## config.mk

```make
export PLATFORM = sky130hd
export DESIGN_NAME = reg_wb_queue
export DESIGN_NICKNAME = d
export VERILOG_FILES = /design/src/rtl/reg_wb_queue.sv
export SDC_FILE = /design/constraint.sdc
export NUM_CORES = 1
export LEC_CHECK = 0
export BUFFER_PORTS_ARGS = -buffer_cell sky130_fd_sc_hd__buf_4
export CORE_ASPECT_RATIO = 2
export CORE_MARGIN = 2
export CORE_UTILIZATION = 63
export CTS_BUF_LIST = sky130_fd_sc_hd__clkbuf_8
export DETAILED_ROUTE_END_ITERATION = 8
export PLACE_DENSITY_LB_ADDON = 0.2
export SLEW_MARGIN = 25
export SYNTH_ARGS = -nofsm -noshare
export SYNTH_HDL_FRONTEND = slang
export SYNTH_SLANG_ARGS = --single-unit
```

## constraint.sdc

```tcl
create_clock -name clk -period 7.7 [get_ports clk]
set_clock_uncertainty 0.2 [all_clocks]
set_input_delay 0.77 -clock clk [delete_from_list [all_inputs] [get_ports clk]]
set_output_delay 0.77 -clock clk [all_outputs]
set_load 0.03 [all_outputs]
```

## src/rtl/reg_wb_queue.sv

```systemverilog
// Write-back queue: merges ALU and load results into one register-file write port, strict FIFO order.
// Latency: accept at edge E -> RegWrite during cycle after E+1 (after E with WB_QUEUE_BYPASS_EN when empty).
// Backpressure: mem_ready = !full, alu_ready = !full && !mem_valid; no enqueue while full.
//
// Optional feature macro: WB_QUEUE_BYPASS_EN (empty-queue bypass straight into the output register).
//
// Ports:
//   clk, rst_n                         clock, asynchronous active-low reset
//   alu_valid/alu_ready/alu_rd/alu_data  ALU result source (lower priority)
//   mem_valid/mem_ready/mem_rd/mem_data  load result source (higher priority)
//   w_reg, w_data, RegWrite            register-file write port (registered)
//   pend_mask                          registers with a write queued or being presented
//   count, full, empty                 FIFO occupancy (registered)
module reg_wb_queue #(
    parameter  int DW    = 64,
    parameter  int DEPTH = 4,
    localparam int AW    = $clog2(DEPTH)
) (
    input  logic          clk,
    input  logic          rst_n,
    input  logic          alu_valid,
    output logic          alu_ready,
    input  logic [4:0]    alu_rd,
    input  logic [DW-1:0] alu_data,
    input  logic          mem_valid,
    output logic          mem_ready,
    input  logic [4:0]    mem_rd,
    input  logic [DW-1:0] mem_data,
    output logic [4:0]    w_reg,
    output logic [DW-1:0] w_data,
    output logic          RegWrite,
    output logic [31:0]   pend_mask,
    output logic [AW:0]   count,
    output logic          full,
    output logic          empty
);

    typedef struct packed {
        logic [4:0]    rd;
        logic [DW-1:0] data;
    } entry_t;

    localparam logic [AW:0]   CNT_ONE = (AW+1)'(1);
    localparam logic [AW:0]   CNT_MAX = (AW+1)'(DEPTH);
    localparam logic [AW-1:0] PTR_ONE = AW'(1);

    entry_t        mem_q [DEPTH];
    logic [AW-1:0] wr_ptr_q, rd_ptr_q;
    logic [AW:0]   count_q, count_d;
    logic          full_q, empty_q;
    logic [4:0]    w_reg_q;
    logic [DW-1:0] w_data_q;
    logic          regwrite_q;

    entry_t        in_ent;
    logic          acc, store, bypass, push, pop;
    logic [31:0]   pend_d;
    logic [AW-1:0] idx;

    // Ready is derived from the registered full flag only, so a same-cycle
    // dequeue never opens a slot early.
    assign mem_ready = !full_q;
    assign alu_ready = !full_q && !mem_valid;

    // The load path wins whenever it is valid; at most one enqueue per cycle.
    assign acc    = (mem_valid || alu_valid) && !full_q;
    assign in_ent = mem_valid ? entry_t'{rd: mem_rd, data: mem_data}
                              : entry_t'{rd: alu_rd, data: alu_data};
    // Writes to X31 (zero register) are accepted but dropped.
    assign store  = acc && (in_ent.rd != 5'd31);

`ifdef WB_QUEUE_BYPASS_EN
    assign bypass = store && empty_q;
`else
    assign bypass = 1'b0;
`endif

    assign push = store && !bypass;
    assign pop  = !empty_q;

    always_comb begin
        count_d = count_q;
        case ({push, pop})
            2'b10:   count_d = count_q + CNT_ONE;
            2'b01:   count_d = count_q - CNT_ONE;
            default: count_d = count_q;
        endcase
    end

    always_ff @(posedge clk or negedge rst_n) begin
        if (!rst_n) begin
            wr_ptr_q   <= '0;
            rd_ptr_q   <= '0;
            count_q    <= '0;
            full_q     <= 1'b0;
            empty_q    <= 1'b1;
            w_reg_q    <= '0;
            w_data_q   <= '0;
            regwrite_q <= 1'b0;
        end else begin
            if (push) wr_ptr_q <= wr_ptr_q + PTR_ONE;
            if (pop)  rd_ptr_q <= rd_ptr_q + PTR_ONE;
            count_q <= count_d;
            full_q  <= (count_d == CNT_MAX);
            empty_q <= (count_d == '0);

            // Output register reloads every edge; address/data hold when idle.
            if (pop) begin
                w_reg_q    <= mem_q[rd_ptr_q].rd;
                w_data_q   <= mem_q[rd_ptr_q].data;
                regwrite_q <= 1'b1;
            end else if (bypass) begin
                w_reg_q    <= in_ent.rd;
                w_data_q   <= in_ent.data;
                regwrite_q <= 1'b1;
            end else begin
                regwrite_q <= 1'b0;
            end
        end
    end

    // Storage needs no reset: only slots covered by count are ever read.
    always_ff @(posedge clk) begin
        if (push) mem_q[wr_ptr_q] <= in_ent;
    end

    // Pending mask: every live FIFO slot plus the write being presented.
    always_comb begin
        pend_d = '0;
        idx    = rd_ptr_q;
        for (int i = 0; i < DEPTH; i++) begin
            idx = rd_ptr_q + AW'(i);
            if ((AW+1)'(i) < count_q) pend_d[mem_q[idx].rd] = 1'b1;
        end
        if (regwrite_q) pend_d[w_reg_q] = 1'b1;
        pend_d[31] = 1'b0;
    end

    assign pend_mask = pend_d;
    assign w_reg     = w_reg_q;
    assign w_data    = w_data_q;
    assign RegWrite  = regwrite_q;
    assign count     = count_q;
    assign full      = full_q;
    assign empty     = empty_q;

endmodule
```

# After elaboration in Yosys (flattened, before gate mapping)
# Memories as Yosys holds them, arrays and structs flattened.
# Cells that the tools add are included.
[word_totals]
n_memories = 1
output_inout_bits = 109
ff_bits = 79
ram_bits = 276
elab_cells = 70
[classes]
magnitude_cmp = 14
bitwise = 4
n_mux = 20
eq_ne = 4
n_reduce_logical = 13
n_addsub = 6
[memory_table]
columns = ["name", "words", "word_bits", "read_ports", "rd_clocked_by_memory_dff", "write_ports", "line", "rtl"]
rows = [
  ["mem_q", 4, 69, 4, 0, 1, "47", "entry_t mem_q [DEPTH];"],
]
[ops]
columns = ["op", "n"]
rows = [
  ["$mux W31", 5],
  ["$or A31 B31 Y31", 4],
  ["$mux W69", 1],
  ["$lt A5 B6 Y1 const B", 5],
  ["$demux W1 S5", 5],
  ["$ge A5 B1 Y1 const B", 5],
  ["$logic_and A1 B1 Y1", 8],
  ["$mux W1", 8],
  ["$lt A1 B3 Y1 const A", 2],
  ["$lt A2 B3 Y1 const A", 2],
  ["$pmux W3 S2", 1],
  ["$ne A5 B5 Y1 const B", 1],
  ["$add A2 B1 Y2 const B", 2],
  ["$add A2 B2 Y2 const B", 2],
  ["$add A3 B1 Y3 const B", 1],
  ["$eq A3 B3 Y1 const B", 1],
  ["$logic_not A1 Y1", 3],
  ["$logic_not A3 Y1", 1],
  ["$sub A3 B1 Y3 const B", 1],
  ["$eq A2 B1 Y1 const B", 1],
  ["$eq A2 B2 Y1 const B", 1],
  ["$logic_or A1 B1 Y1", 1],
]

# Longest topological paths before layout
# An unclocked memory read counts as a cell.
[depth]
ltp_word = 14
depth_mapped = 10
mapped_depth_nobuf = 9

# Worst setup path before layout
# No wires, ideal clock.
[synth_path]
path_type = "input to register"
start = "input port mem_valid"
end = "memory mem_q[0][0] (netlist name), enable pin"
t_arrival_ns = 3.668
path_slack_ns = 3.397
required_ns = 7.065
cell_stages = 5
cell_sequence = "clkbuf_1 -> mux2_2 -> and3_1 -> a211oi_4 -> and2_1"
[synth_rtl]
columns = ["element", "line", "rtl"]
rows = [
  ["from (decl)", "25", "input logic mem_valid,"],
  ["to (decl)", "47", ""],
]

# Final worst setup path
[layout_path]
start = "register rd_ptr_q[0]"
end = "output port pend_mask[24]"
[layout_via]
elab_chain_cells = 14
elab_cells_between_ends = 33
[layout_rtl]
columns = ["element", "line", "rtl"]
rows = [
  ["from (decl)", "48", "logic [AW-1:0] wr_ptr_q, rd_ptr_q;"],
  ["from (signal assigned)", "102", "if (pop) rd_ptr_q <= rd_ptr_q + PTR_ONE;"],
  ["$add A2 B1 Y2 / $mem_v2 Z4 W69 (equally long branches)", "-", ""],
  ["$mem_v2 Z4 W69 *", "-", ""],
  ["$lt A5 B6 Y1 (not written as such) (tied with other cells)", "133", "if ((AW+1)'(i) < count_q) pend_d[mem_q[idx].rd] = 1'b1;"],
  ["$logic_and A1 B1 Y1 (not written as such) / $mux W1 (equally long branches)", "133", ""],
  ["$mux W1 (not written as such) / $demux W1 S5 (equally long branches)", "133", ""],
  ["$demux W1 S5 / $mux W31 (equally long branches)", "133", ""],
  ["$or A31 B31 Y31 (no line)", "-", ""],
  ["$mux W31", "133", ""],
  ["$or A31 B31 Y31 (no line)", "-", ""],
  ["$mux W31", "133", ""],
  ["$or A31 B31 Y31 (no line)", "-", ""],
  ["$mux W31 *", "133", ""],
  ["$or A31 B31 Y31 (no line)", "-", ""],
  ["$mux W31 *", "135", "if (regwrite_q) pend_d[w_reg_q] = 1'b1;"],
  ["to (decl)", "32", "output logic [31:0] pend_mask,"],
]
# Every way passes the cells marked *; elsewhere a longest branch is shown, timed or not.

==> out/summary.txt <==
Cell Pwr Density: 429 mW/mm²
CTS Root Cell: clkbuf_8
Post-synthesis net count: 1196
Worst path required time: 6.73 ns
Post-Route Setup TNS: 0 ns
Vias in the first global route: 10.5k
Final net count: 1435
Routed vias/inst: 6.11
Critical Path AT: 3.49 ns
WHS Path Cells: 2
Synth unique cells: 49
Placed inst area: 0.0178 mm²
Post-route cell area: 0.0188 mm²
Via count: 10.1k
Inserted Clock Buffers: 46
Pleak: 7.35 nW
Yosys warns: 0
H-tree depth: 2
Mapped Area: 0.0158 mm²
Crit path cell chain: mux4_1 -> nor2b_1 -> a22oi_1 -> nand3_1 -> buf_4
Max frequency: 0.224 GHz
Outcome: complete, no violations
Die height: 228 µm
Initial antenna violation count: 0
Max reg flops: 276
Worst vdd ir: 238 µV
Boundary Pins: 251
Mean Syn Cell Area: 15.1 µm²
Initial DRC Count: 841
DPL Wire Length: 23800 µm
Total gr overflow: 0
Clock sink count: 355
Worst path slowest cell: dfrtp_4
RSZ-0062 raised after global routing: no
Critical path's largest stage delay: 0.94 ns
Asr flop ratio synth: 22.3%
# diodes: 0
Final hold slack: 0.270 ns
Post-Route M1 WL: 14500 µm
Clock-pin slew of the registers on the worst-case setup and hold paths: 0.07 ns
CP Class: reg2out
Post-CTS sizing: 0
Main synth FF type: edfxtp_1
Worst Reg-to-Reg Cells: 6
Layout cells sized above 1: 38.0%
Avg WL per Cell: 22.6 µm
Skew-Pair Late Insertion Delay: 0.60 ns
Core ar.: 0.0248 mm²
Final setup fails: 0
Met2 WL post-DR: 19400 µm
Remaining DRCs: 0
Pin count of the biggest net entering global routing: 74
Max Slew Vio Count: 0
Post-Route Utilization: 75.7%
Port bufs: 249
Tmin final: 4.46 ns
Crit Path Max Fanout: 45
Final WL: 37500 µm
Met3 routed WL: 2560 µm
Chip width: 116 µm
Post-CTS Setup Inserts: 0
Top layer reached by signal wires: met4
Number of synthesized flops with an enable pin: 276
Actual slew at the worst max-slew pin: 1.04 ns
Final ANT Viol Nets: 0
Max-Cap Viols: 0
Area Growth Syn to Fin: 19.1%
CP Launch Type: flip-flop
Fin. Hold Viols: 0
Global-route wire length before repair: 57600 µm
Syn Inst Count: 1045
Overall routing resource usage: 29.0%
Row count: 82
Starting Density: 63.5%
Slew headroom: 30.9%
Tot Pwr: 0.00806 W
Gpl congestion: 0.915
CP Capture Type: output port
Register area share after synthesis: 65.1%
Die footprint: 0.0264 mm²
CTS tree: yes
Final worst-path cycle share: 57.9%
Yosys reg bits: 355
Clock Path Buffers: 3
TritonRoute pass-1 iters: 7
Worst hold path class: reg2reg
[kinds of logic (layout without fill, tap and decap cells)]
family / Yosys count / in the layout / synth area share [%]
other cells: 1 / 1 / 0.0238
xor+xnor: 3 / 3 / 0.167
compound gates: 54 / 54 / 2.68
buf+inv: 79 / 356 / 2.31
flops: 355 / 355 / 65.1
simple gates: 389 / 389 / 11.9
mux: 155 / 155 / 17.1
fa+ha+maj: 9 / 9 / 0.714
[layout make-up]
class | count | area, µm²
sequential | 355 | 10300
inverter | 10 | 37.5
timing repair buffer | 260 | 2020
clock buffer | 50 | 688
multi-input combinational | 611 | 5150
tap | 336 | 420
clock inverter | 36 | 201
fill | 1498 | 6030
[critical path: cells and delay by family, from the launching register on]
family | cells | cell delay (ns)
flip-flops | 1 | 0.94
AO/OA/AOI/OAI | 1 | 0.20
AND/OR/NAND/NOR | 2 | 0.81
multiplexers | 1 | 0.72
buffers and inverters | 1 | 0.18
[where the power goes]
| part | switching [W] | internal [W] | leakage, nW |
|---|---|---|---|
| sequential | 0.000397 | 0.00278 | 3.51 |
| clock | 0.000674 | 0.000643 | 0.510 |
| combinational | 0.00224 | 0.00133 | 3.33 |
[synthesized netlist by cell type (5+ instances only)]
library cell | count | share of area, %
nand2_1 | 228 | 5.4
edfxtp_1 | 276 | 53
nor2_1 | 15 | 0.36
buf_1 | 14 | 0.33
and2_1 | 11 | 0.44
a32oi_1 | 7 | 0.39
inv_1 | 9 | 0.21
ha_1 | 9 | 0.71
nand3_1 | 68 | 2.2
dfrtp_1 | 78 | 12
clkbuf_1 | 32 | 0.76
mux2_2 | 70 | 5.0
nor4b_2 | 5 | 0.48
nor2b_1 | 15 | 0.59
mux4_2 | 80 | 11
a22oi_1 | 35 | 1.7
buf_2 | 17 | 0.54
nand4_1 | 20 | 0.79
[repair_timing]
item / 4_1_cts / 5_1_grt
endpoints found under the hold margin: 17 / 0
setup endpoints to repair: 0 / 0
hold buffers: 1 / 0
[per-stage QoR]
stage,setup slack (ns),std cells
final,3.24,1658
after global routing,3.00,1658
after CTS,3.20,1654
after detailed placement,3.42,1567
after global placement,3.53,1567
after floorplan,3.40,1045
[placed cells by master, fill, tap and decap left out, types with 3 or more instances in the layout]
cell type	instances
and2_4	4
o21ai_0	3
a22oi_1	35
dfrtp_1	76
nor2b_1	15
ha_1	9
clkbuf_8	50
and4bb_2	4
clkinvlp_4	4
nor3b_1	4
and3_1	3
buf_4	255
nor4b_2	5
nor2_1	15
nor3_1	3
nand4_1	20
nand3_1	68
clkinv_2	10
inv_1	24
and2_1	7
xnor2_1	3
mux2_2	70
clkinv_1	4
mux4_2	80
mux4_1	4
a32oi_1	7
edfxtp_1	276
nand2_1	228
[layer usage]
| layer | vias up | track usage, % |
|---|---|---|
| li1 | 4465 | - |
| met1 | 5089 | 39.0 |
| met2 | 496 | 49.4 |
| met3 | 75 | 3.61 |
| met4 | 0 | 9.49 |
| met5 | - | 0 |
[worst paths after layout]
| kind | start | endpoint | slack [ns] |
|---|---|---|---|
| max in group asynchronous | rst_n | rd_ptr_q[1]$_DFFE_PN0N_ | 5.57 |
| worst max register to register | empty$_DFF_PN1_ | full$_DFF_PN0_ | 4.64 |
| worst min register to register | w_data[2]$_DFFE_PN0N_ | w_data[2]$_DFFE_PN0N_ | 0.27 |
| min in group asynchronous | rst_n | w_data[19]$_DFFE_PN0N_ | 0.41 |
| worst max-delay path | rd_ptr_q[0]$_DFFE_PN0N_ | pend_mask[24] | 3.24 |
| worst min-delay path | w_data[2]$_DFFE_PN0N_ | w_data[2]$_DFFE_PN0N_ | 0.27 |
No activity file was read; power rests on OpenSTA's default activity.
